### src/rtl/uart_tx_fsm.sv
// UART transmit frame controller: latches a word, drives the bit serializer and
// frames the line as start bit, data bits LSB first, optional parity, stop bit.
module uart_tx_fsm #(
  parameter int DATA_WIDTH = 8
) (
  input  logic                  CLK,
  input  logic                  RST,
  input  logic [DATA_WIDTH-1:0] P_DATA,
  input  logic                  DATA_VALID,
  input  logic                  PAR_EN,
  input  logic                  PAR_TYP,
  input  logic                  Ser_Data,
  input  logic                  Ser_Done,
  output logic [DATA_WIDTH-1:0] Ser_P_DATA,
  output logic                  Ser_En,
  output logic                  TX_OUT,
  output logic                  Busy,
  output logic                  Sync_Err
);

  localparam int CntW = (DATA_WIDTH > 1) ? $clog2(DATA_WIDTH) : 1;
  localparam logic [CntW-1:0] LastIdx = CntW'(DATA_WIDTH - 1);

  typedef enum logic [2:0] {
    IDLE,
    START,
    DATA,
    PARITY,
    STOP
  } state_e;

  state_e                state_q;
  logic [DATA_WIDTH-1:0] word_q;
  logic                  parEn_q;
  logic                  parity_q;
  logic                  busy_q;
  logic                  syncErr_q;
  logic [CntW-1:0]       bitCnt_q;

  logic                  parity_d;
  logic [CntW-1:0]       bitCnt_d;
  logic                  lastBit;
  logic                  dataExit;

  assign parity_d = (^P_DATA) ^ PAR_TYP;
  assign bitCnt_d = bitCnt_q + CntW'(1);
  assign lastBit  = (bitCnt_q == LastIdx);
  // Either the serializer's done flag or our own count ends the data phase;
  // a disagreement between them is reported but never stalls the frame.
  assign dataExit = Ser_Done | lastBit;

  always_ff @(posedge CLK or posedge RST) begin
    if (RST) begin
      state_q   <= IDLE;
      word_q    <= '0;
      parEn_q   <= 1'b0;
      parity_q  <= 1'b0;
      busy_q    <= 1'b0;
      syncErr_q <= 1'b0;
      bitCnt_q  <= '0;
    end else begin
      syncErr_q <= 1'b0;
      case (state_q)
        IDLE: begin
          if (DATA_VALID) begin
            word_q   <= P_DATA;
            parEn_q  <= PAR_EN;
            parity_q <= parity_d;
            busy_q   <= 1'b1;
            state_q  <= START;
          end
        end
        START: begin
          bitCnt_q <= '0;
          state_q  <= DATA;
        end
        DATA: begin
          bitCnt_q <= bitCnt_d;
          if (dataExit) begin
            syncErr_q <= Ser_Done ^ lastBit;
            state_q   <= parEn_q ? PARITY : STOP;
          end
        end
        PARITY: begin
          state_q <= STOP;
        end
        STOP: begin
          busy_q  <= 1'b0;
          state_q <= IDLE;
        end
        default: begin
          busy_q  <= 1'b0;
          state_q <= IDLE;
        end
      endcase
    end
  end

  // Line mux uses only registered sources: state, latched parity and the
  // serializer's registered data bit.
  always_comb begin
    TX_OUT = 1'b1;
    case (state_q)
      START:   TX_OUT = 1'b0;
      DATA:    TX_OUT = Ser_Data;
      PARITY:  TX_OUT = parity_q;
      default: TX_OUT = 1'b1;
    endcase
  end

  assign Ser_En     = (state_q == START) || ((state_q == DATA) && !Ser_Done);
  assign Ser_P_DATA = word_q;
  assign Busy       = busy_q;
  assign Sync_Err   = syncErr_q;

endmodule

### config.mk
export PLATFORM = sky130hd
export DESIGN_NAME = uart_tx_fsm
export DESIGN_NICKNAME = d
export VERILOG_FILES = /design/src/rtl/uart_tx_fsm.sv
export SDC_FILE = /design/constraint.sdc
export NUM_CORES = 1
export LEC_CHECK = 0
export CAP_MARGIN = 20
export CORE_MARGIN = 1
export CORE_UTILIZATION = 43
export CTS_BUF_LIST = sky130_fd_sc_hd__clkbuf_8
export DETAILED_ROUTE_END_ITERATION = 7
export GPL_TIMING_DRIVEN = 0
export PLACE_DENSITY = 0.8
export SLEW_MARGIN = 25
export SYNTH_ARGS = -nofsm -noshare
export SYNTH_HDL_FRONTEND = slang
export SYNTH_SLANG_ARGS = --single-unit
### constraint.sdc
create_clock -name CLK -period 1.4 [get_ports CLK]
set_input_delay 0.28 -clock CLK [delete_from_list [all_inputs] [get_ports CLK]]
set_output_delay 0.28 -clock CLK [all_outputs]
set_load 0.005 [all_outputs]
==> flow_summary.toml <==
[outcome]
status = "complete, but fails checks"
violations = "negative setup slack"

[floorplan]
coreArea_um2 = 1960
start_util_pct = 45.7
design.die.area_um2 = 2270
ios = 27
die_w_um = 47.6
num_rows = 16
die_h_um = 47.6

[yosys]
syn-cell-area_um2 = 896
synthCells = 74
synth_top_cells_by_count = "dfrtp_1 (18), mux2_2 (9), a22o_1 (5), nor2_1 (5), xnor2_1 (5)"
synth-seq-cells = 18
synth_top_area_share_pct = 50.3
avgSynthCellArea_um2 = 12.1
netlist-cell-type-count = 25
yosysWarnings = 0
synthFlopType = "dfrtp_1"
synthMostInstantiatedCell = "dfrtp_1"
yosysTopAreaCell = "dfrtp_1"
synth_edf_count = 0
synthTopCellsByArea = "dfrtp_1 (50%), mux2_2 (11%), a22o_1 (4.9%), xnor2_1 (4.9%), ha_1 (4.2%)"
ys_seq_area_share_pct = 50.3
synthArstFlopShare_pct = 100
synth_fp_nets = 92

[global_route]
overflow = 0
grt_pass1_vias = 720
grt_pass1_wl_um = 3150
antenna_found_initial = 0
grt_max_degree = 19
grt_usage_pct = 20.9

[timing]
setup_viol = 12
max_freq_mhz = 611
tightest_slew_ps = 708
fin_crit_ps = 1640
rsz0062_at_grt = "true"
fin_crit_sh_pct = 117
slew_headroom_pct = 52.8
setup_ws_ps = -236
slew_viol_final = 0
finClkSkew_ps = 2.99
hold_viol = 0

[setup_path]
worst-setup-path-type = "flip-flop to output port"
crit_fanout = 4
cp-end-kind = "output port"
ff2ff_path_depth = 5
cp.arrival_ps = 1360
crit_path_start_kind = "flip-flop"
max_stage_delay_ps = 370
cp.required_ps = 1120
cp_slowest_cell = "dfrtp_1"
worst_r2r_endpoint = "Ser_P_DATA[4]"
r2r_setup_slack_ps = -180
r2r-start = "state_q[0]"
cp_cell_sequence = "buf_6 -> nor2b_4 -> buf_4 -> nand2_1 -> a21oi_1 -> buf_2"

[pwr]
leakagePower_nw = 0.699
ir_drop_v = 0.00127
power_per_cell_area_nw_per_um2 = 2180

[placed_design]
placedCellCount = 127
dp_hpwl_um = 1300
portBuffers = 26
gp_congestion = 0.808

[clock_tree]
cts_tree = "yes"
clk_latency_ps = 250
cts.clk_slew.worst_paths_ps = 70
clockBufferDepth = 2
cts_sinks = 18
cts_buffers = 3
htreeDepth = 1
holdBufCountCts = 0
clock-root-buffer = "clkbuf_8"

[detailed_routing]
dr.pass1.iters = 4
post-route-drc-count = 0
drt_wl_total_um = 2600
vias = 735
first_iter_violations = 23
viasPerCell = 5.21
route.detailed.wl_per_inst_um = 18.4
drtAntennaViolNets = 0

[min_path]
min_from = "P_DATA[3]"
hold_path.class = "input pin to flip-flop"
hold_path_depth = 2
hold_end = "Ser_P_DATA[3]"

[final_layout]
nets = 134
post-route-util_pct = 72.4
drive_gt1_share_pct = 38.6
syn2layout_area_growth_pct = 58.5
instances_no_fill = 141
num_antenna_cells = 0

[run]
maxCapViolCount = 0
## report_power, final
| group | switching [mW] | internal (mW) |
|---|---|---|
| Clock | 0.169 | 0.191 |
| Sequential | 0.208 | 0.770 |
| Combinational | 0.661 | 1.10 |
## timing repair
action / 4_1_cts / 5_1_grt
gates cloned: 1 / 0
endpoints found under the setup margin: 13 / 24
resized for setup: 30 / 19
pin swaps: 5 / 8
buffers inserted: 5 / 6
## metal layers
metal  vias to the layer above  track usage (%)  share of wire [%]
li1                        334                -                  -
met4                         0             8.89                1.5
met2                        24             35.6                 52
met3                         4             3.40                3.5
met5                         -                0                  0
met1                       373             26.3                 42
## placed cells by master, fill, tap and decap left out
| master | instances |
|---|---|
| a22o_1 | 5 |
| o21bai_1 | 1 |
| nand2b_1 | 1 |
| buf_6 | 6 |
| mux2_4 | 10 |
| a21oi_1 | 3 |
| clkbuf_8 | 3 |
| a22oi_2 | 1 |
| and3_1 | 1 |
| nor2_1 | 3 |
| nor3b_2 | 1 |
| xor2_1 | 1 |
| or2_4 | 2 |
| buf_2 | 1 |
| o21ai_1 | 2 |
| xnor2_2 | 1 |
| clkdlybuf4s50_1 | 14 |
| ha_2 | 3 |
| nor2_4 | 1 |
| xnor3_2 | 1 |
| dfrtp_2 | 1 |
| dfrtp_1 | 17 |
| inv_1 | 4 |
| nor2_2 | 2 |
| xnor2_1 | 4 |
| buf_4 | 9 |
| nand3b_1 | 1 |
| nor2b_4 | 1 |
| dlygate4sd2_1 | 5 |
| nand2_1 | 3 |
| nand2b_4 | 1 |
| dlymetal6s2s_1 | 5 |
## critical path, delay by kind of cell, from the launching register on
kind / cells / cell delay, ps
simple gates: 2 / 200
compound gates: 1 / 150
buf+inv: 3 / 390
flops: 1 / 370
## final cells by class
| type | instances | area, um^2 |
|---|---|---|
| Fill cell | 147 | 542 |
| Buffer | 2 | 22.5 |
| Timing Repair Buffer | 38 | 364 |
| Clock buffer | 3 | 41.3 |
| Inverter | 4 | 15.0 |
| Tap cell | 27 | 33.8 |
| Multi-Input combinational cell | 49 | 492 |
| Sequential cell | 18 | 452 |
## flip-flops by register name, indices dropped and copies added (netlist names)
signal,count
Sync_Err,1
parEn_q,1
bitCnt_q,3
state_q,3
Busy,1
Ser_P_DATA,8
parity_q,1
## worst max path at each step
stage,end,slack (ps),cells after the start,from
after floorplan,Ser_P_DATA[0],6,5,state_q[0]
after global placement,parity_q,-450,5,P_DATA[3]
after detailed placement,parity_q,-490,5,P_DATA[3]
after CTS,Ser_P_DATA[4],-220,6,state_q[0]
after global routing,Ser_En,-320,6,state_q[1]
final,Ser_En,-240,6,state_q[1]
## logic make-up (layout without fill, tap and decap cells)
group / after synthesis / after routing / synth area share [%]
mux: 10 / 10 / 13.0
buf+inv: 7 / 47 / 4.75
simple gates: 17 / 17 / 9.92
compound gates: 12 / 12 / 9.36
xor+xnor: 7 / 7 / 8.52
flops: 18 / 18 / 50.3
fa+ha+maj: 3 / 3 / 4.19
## stage by stage
stage / power, mW / setup TNS, ps / area [um^2] / setup WS [ps] / hold slack (ps)
final: 3.10 / -1950 / 1420 / -236 / 397
after global routing: 3.27 / -2340 / 1420 / -319 / 391
after CTS: 2.86 / -2130 / 1330 / -217 / 443
after detailed placement: 2.22 / -3010 / 1200 / -491 / 499
after global placement: 2.16 / -2760 / 1200 / -446 / 491
after floorplan: 1.67 / 0 / 903 / 5.60 / 219
Power figures use the tool's default switching activity.
==> RTL change 1: new RTL, config.mk and constraints unchanged <==
Register the output `Ser_En`, with the module's reset; this adds one clock of latency there. The other outputs are not delayed to match.
--- a/src/rtl/uart_tx_fsm.sv
+++ b/src/rtl/uart_tx_fsm.sv
@@ -110,3 +110,9 @@
 
-  assign Ser_En     = (state_q == START) || ((state_q == DATA) && !Ser_Done);
+  always_ff @(posedge CLK or posedge RST) begin
+    if (RST) begin
+      Ser_En <= '0;
+    end else begin
+      Ser_En <= (state_q == START) || ((state_q == DATA) && !Ser_Done);
+    end
+  end
   assign Ser_P_DATA = word_q;
Formal check against the unedited RTL: not equivalent (Yosys sat finds a counterexample within 4 cycles, from zero or initial values and one cycle with RST high).
==> RTL change 1 against the unedited design <==
Synthesized area rose by 2.8%; clock power rose by 3%; final area rose by 4.0%; non-clock buffer count did not move; clock skew fell by 0.0010 ns; sequential cell count rose by 1; power fell by 0.49%; setup slack improved by 0.055 ns; routed wire length fell by 15%; global-route usage rose by 0.24 points; critical path type unchanged; the run still ends with negative setup slack left.
==> RTL change 1: results (changes against the unedited design) <==
| Metric | Value |
|---|---|
| Number of DRC markers in iteration 0 | 22 (-4.3%) |
| Run status | finished, violations left |
| Synth top cells by count | sky130_fd_sc_hd__dfrtp_1 (19), sky130_fd_sc_hd__mux2_2 (9), sky130_fd_sc_hd__a22o_1 (5), sky130_fd_sc_hd__nor2_1 (5), sky130_fd_sc_hd__xnor2_1 (5) |
| Total length of routed wires | 2210 um (-15%) |
| Slew headroom | 52.3% (-0.50 points) |
| Standby leakage power | 0.775 nW (+11%) |
| All-layer global routing usage | 21.1% (+0.24 points) |
| Post-synthesis share of cell area spent on full adders, half adders and majority gates | 4.08% (-0.11 points) |
| Average footprint of a synthesized cell | 12.3 sq um (+1.4%) |
| Global-route wire length before repair | 3190 um (+1.1%) |
| Ratio of cells with drive above 1 in the final layout | 36.2% (-2.4 points) |
| Clock root buffer master | sky130_fd_sc_hd__clkbuf_8 |
| Number of placed cells counting well taps | 128 (+0.79%) |
| PnR worst setup slack | -0.181 ns (+0.0550 ns) |
| Portion of netlist area occupied by mux cells | 12.6% (-0.35 points) |
| Switching Power | 973 uW (-6.2%) |
| Period utilisation layout | 113% (-3.9 points) |
| Pin count of the biggest net entering global routing | 20 (+1) |
| Final standard cell count with taps included and fillers excluded | 143 (+1.4%) |
| Horizontal die dimension | 48.3 um (+1.3%) |
| Post-synthesis sequential area ratio | 51.6% (+1.4 points) |
| Post-synthesis share of cell area spent on xor and xnor gates | 8.29% (-0.23 points) |
| Dpl hpwl | 1290 um (-1.1%) |
| Maximum fanout along the worst path | 5 (+1) |
| Synthesized-area fraction occupied by ao, oa, aoi and oai cells | 9.10% (-0.25 points) |
| Leading cell types by total area after synthesis | sky130_fd_sc_hd__dfrtp_1 (52%), sky130_fd_sc_hd__mux2_2 (11%), sky130_fd_sc_hd__a22o_1 (4.8%) |
| Gates resized, CTS repair | 25 (-17%) |
| Setup Skew | 0.00198 ns (-0.00101 ns) |
| Area after DPL | 0.00122 sq mm (+2.1%) |
| Vias | 713 (-3.0%) |
| Final setup violating endpoints | 11 (-1) |
| Failing checks | negative setup slack |
| Maximum ir drop on the vdd rail | 1.26 mV (-0.70%) |
| Routability Congestion | 0.715 (-11%) |
| Via count of the first global-routing pass | 696 (-3.3%) |
| Endpoint arrival time on the critical path | 1.30 ns (-0.06 ns) |
| Post-placement setup slack | -0.551 ns (-0.0600 ns) |
| Fraction of registers with async set/reset | 100% (unchanged) |
| Synth Net Count | 93 (+1.1%) |
[RTL change 1: cell count changes in the layout (fill, tap and decap cells not counted), sizes merged]
| cell | change |
|---|---|
| dfrtp | +1 |
| inv | +1 |
| dlygate4sd2 | -3 |
| buf | -1 |
| dlymetal6s2s | +6 |
| clkdlybuf4s50 | -2 |
[RTL change 1: kinds of logic (layout without fill, tap and decap cells)]
kind of cell / count (synthesis) / in the layout
flip-flops: 19 / 19
AND/OR/NAND/NOR: 17 / 17
AO/OA/AOI/OAI: 12 / 12
multiplexers: 10 / 10
XOR/XNOR: 7 / 7
buffers and inverters: 7 / 48
adder cells (fa/ha/maj): 3 / 3
[RTL change 1: routing by layer]
metal | wire [um] | track usage (%) | up-vias
met1 | 959 | 27.5 | 353
met4 | 34 | 11.1 | 0
met3 | 86 | 4.81 | 5
met2 | 1130 | 32.8 | 17
met5 | 0 | 0 | -
li1 | - | - | 338
[RTL change 1: cell type report]
class                   count  area [sq um]
well taps                  27          33.8
fillers                   124           505
clock buffers               3          41.3
repair buffers             38           392
inverters                   4          15.0
plain buffers               2          22.5
multi-input cells          49           492
clock inverters             1          3.75
flip-flops and latches     19           477
[RTL change 1: through the flow]
step	hold WS (ns)	TNS (ns)	util, %
6_report	0.376	-1.41	74.5
5_1_grt	0.377	-2.07	74.5
4_1_cts	0.430	-2.15	69.6
3_5_place_dp	0.495	-2.81	61.7
3_3_place_gp	0.489	-2.59	61.7
2_1_floorplan	0.231	0	-
[RTL change 1: final timing paths]
path / end / start / depth (start not counted) / slack, ns
hold reg to reg: Ser_P_DATA[7]$_DFFE_PP0P_ / Ser_P_DATA[7]$_DFFE_PP0P_ / 1 / 0.51
hold / removal: Ser_P_DATA[5]$_DFFE_PP0P_ / P_DATA[5] / 2 / 0.38
setup reg to reg: Ser_P_DATA[3]$_DFFE_PP0P_ / state_q[0]$_DFFE_PP0P_ / 5 / -0.14
max in group asynchronous: state_q[0]$_DFFE_PP0P_ / RST / 2 / 0.44
setup / recovery: TX_OUT / state_q[1]$_DFFE_PP0P_ / 5 / -0.18
min in group asynchronous: Busy$_DFFE_PP0P_ / RST / 2 / 0.46
[RTL change 1: worst max-delay path: cells and delay by family (launching register included)]
family | cells | cell delay [ns]
AND/OR/NAND/NOR | 2 | 0.38
flip-flops | 1 | 0.36
buffers and inverters | 2 | 0.22
AO/OA/AOI/OAI | 1 | 0.08
[RTL change 1: power by group through the flow]
stage | clock [mW] | combinational (mW) | sequential, mW
3_3_place_gp | 0 | 1.24 | 0.959
6_report | 0.371 | 1.72 | 0.994
4_1_cts | 0.373 | 1.58 | 0.975
3_5_place_dp | 0 | 1.26 | 0.973
2_1_floorplan | 0 | 0.749 | 0.960
5_1_grt | 0.396 | 1.85 | 1.03
==> RTL change 2: new RTL, config.mk and constraints unchanged <==
Made on the original files. `DATA_WIDTH`: 8 -> 32.
--- a/src/rtl/uart_tx_fsm.sv
+++ b/src/rtl/uart_tx_fsm.sv
@@ -3,3 +3,3 @@
 module uart_tx_fsm #(
-  parameter int DATA_WIDTH = 8
+  parameter int DATA_WIDTH = 32
 ) (
Ports: changed (resized P_DATA and Ser_P_DATA); port bits go from 27 to 75. No check against the original RTL was run, so the function may have changed too.
==> RTL change 2 against the unedited design <==
The flow still finishes with violations (negative setup slack); setup slack better by 0.035 ns; final area up 140%; power grew 100%; sequential cell count up 26; routed wire length rose by 110%; synthesized area is 130% higher; hold slack worse by 0.21 ns; largest power group unchanged.
==> RTL change 2: results (changes against the unedited design) <==
| Metric | Value |
|---|---|
| Class of the tightest hold or removal check | in2reg |
| Maximum fanout along the worst path | 4 (unchanged) |
| Total length of routed wires | 5400 um (+110%) |
| Register clock-pin slew on the reported worst setup and hold paths | 0.10 ns (+0.03 ns) |
| Area after DPL | 0.00297 sq mm (+150%) |
| All-layer global routing usage | 21.7% (+0.78 points) |
| Number of H-tree levels | 2 (+1) |
| Clock buffers created by TritonCTS | 5 (+2) |
| Number of library cell types mapped by synthesis | 24 (-4.0%) |
| Clock root buffer master | sky130_fd_sc_hd__clkbuf_8 |
| Synth top cells by count | sky130_fd_sc_hd__nand2_1 (108), sky130_fd_sc_hd__dfrtp_1 (44), sky130_fd_sc_hd__xnor2_1 (27), sky130_fd_sc_hd__o21ai_0 (10), sky130_fd_sc_hd__clkbuf_1 (8) |
| Maximum ir drop on the vdd rail | 1.18 mV (-7.1%) |
| Largest area contributor in the netlist | sky130_fd_sc_hd__dfrtp_1 |
| Vias per cell | 4.81 (-7.7%) |
| Power Internal | 4.10 mW (+99%) |
| Routability Congestion | 0.778 (-3.7%) |
| Endpoint arrival time on the critical path | 1.32 ns (-0.04 ns) |
| Skew-Pair Late Insertion Delay | 0.30 ns (+0.05 ns) |
| Global-route wire length before repair | 8600 um (+170%) |
| Warning count from the yosys run | 0 (unchanged) |
| Count of input and output buffers | 74 (+180%) |
| Power per cell area | 1880 mW/mm^2 (-14%) |
| Flip-flop count of the largest register after layout | 32 (+24) |
| Failing checks | negative setup slack |
| Run status | finished, violations left |
| Dpl hpwl | 3470 um (+170%) |
| Standby leakage power | 1.77 nW (+150%) |
| Number of placed cells counting well taps | 363 (+190%) |
| Post-synthesis sequential area ratio | 52.7% (+2.4 points) |
| Setup Skew | 0.0132 ns (+0.0102 ns) |
| Ant. Diodes | 0 (unchanged) |
| Synth Net Count | 278 (+200%) |
| Total combinational power | 3.09 mW (+76%) |
| Ratio of cells with drive above 1 in the final layout | 26.7% (-12 points) |
| Average footprint of a synthesized cell | 8.85 sq um (-27%) |
| PnR worst setup slack | -0.200 ns (+0.0353 ns) |
| Power in the clock group | 1.03 mW (+190%) |
| Buffers from clock root to sink, at most | 2 (unchanged) |
| Final standard cell count with taps included and fillers excluded | 393 (+180%) |
| Via count of the first global-routing pass | 1,896 (+160%) |
| Leading cell types by total area after synthesis | sky130_fd_sc_hd__dfrtp_1 (53%), sky130_fd_sc_hd__nand2_1 (19%), sky130_fd_sc_hd__xnor2_1 (11%) |
| Fraction of registers with async set/reset | 100% (unchanged) |
| Filler cell count in the final layout | 329 (+120%) |
| Total congestion overflow | 0 (unchanged) |
| Number of antenna violations at the first check in global routing | 0 (unchanged) |
| Sum of negative setup slack | -3.41 ns (-1.46 ns) |
| Final setup violating endpoints | 37 (+25) |
| Number of nets in the layout | 382 (+190%) |
| Number of DRC markers in iteration 0 | 100 (+330%) |
| Slew headroom | 60.7% (+7.9 points) |
| Post-placement setup slack | -0.824 ns (-0.334 ns) |
| Clock tree sinks | 44 (+26) |
| Number of iterations in the first detailed-routing pass | 4 (unchanged) |
| Pin count of the biggest net entering global routing | 27 (+8) |
-- RTL change 2: cell types whose count changed after synthesis, moves of 5 or more --
| cell | unedited run | this run |
|---|---|---|
| sky130_fd_sc_hd__a22o_1 | 5 | 0 |
| sky130_fd_sc_hd__clkbuf_1 | 0 | 8 |
| sky130_fd_sc_hd__dfrtp_1 | 18 | 44 |
| sky130_fd_sc_hd__mux2_2 | 9 | 1 |
| sky130_fd_sc_hd__nand2_1 | 3 | 108 |
| sky130_fd_sc_hd__o21ai_0 | 2 | 10 |
| sky130_fd_sc_hd__xnor2_1 | 5 | 27 |
-- RTL change 2: logic make-up after synthesis --
family,synth area share (%)
compound gates,5.81
mux,1.02
xor+xnor,13.7
fa+ha+maj,1.80
flops,52.7
buf+inv,2.52
simple gates,22.5
-- RTL change 2: worst max-delay path, cell delays in order, from the launching register on --
cell and delay [ns]:
sky130_fd_sc_hd__dfrtp_2 0.42, sky130_fd_sc_hd__clkinv_4 0.08, sky130_fd_sc_hd__nor2_4 0.10, sky130_fd_sc_hd__a22oi_1 0.09, sky130_fd_sc_hd__or2_4 0.23, sky130_fd_sc_hd__buf_6 0.11
-- RTL change 2: layer usage --
metal | track usage, % | vias up | part of all wire [%]
met5 | 0 | - | 0
met4 | 6.75 | 0 | 1.3
met3 | 5.91 | 8 | 5.1
met2 | 36.4 | 48 | 51
met1 | 27.4 | 885 | 43
li1 | - | 949 | -
-- RTL change 2: path summary, 6_finish.rpt --
check,slack [ns],startpoint,cells after the start,end
setup reg to reg,-0.14,state_q[2]$_DFFE_PP0P_,5,parEn_q$_DFFE_PP0P_
min in group asynchronous,0.35,RST,2,Ser_P_DATA[0]$_DFFE_PP0P_
max in group asynchronous,0.52,RST,3,state_q[0]$_DFFE_PP0P_
setup / recovery,-0.20,state_q[1]$_DFFE_PP0P_,5,TX_OUT
hold reg to reg,0.47,Ser_P_DATA[11]$_DFFE_PP0P_,2,Ser_P_DATA[11]$_DFFE_PP0P_
hold / removal,0.19,P_DATA[1],3,Ser_P_DATA[1]$_DFFE_PP0P_
-- RTL change 2: through the flow --
stage               total power, mW  utilization (%)
finish                         6.34             74.8
global route                   6.78             74.8
CTS                            6.19             72.8
detailed placement             4.95             65.9
global placement               4.86             65.3
floorplan                      3.48                -
-- RTL change 2: area by class of cell --
type,instances,share of cell area (%)
sequential,44,32.8
clock inverter,2,1.15
multi-input combinational,178,34.1
tap,52,1.93
clock buffer,6,2.45
inverter,6,0.818
buffer,7,1.67
timing repair buffer,98,25.1
-- RTL change 2: timing repair --
item,4_1_cts,5_1_grt
hold buffers,0,0
setup endpoints to repair,76,41
hold endpoints to repair,0,0
pin swaps,30,7
resized for setup,165,29
gates cloned,0,0
setup buffers,18,5
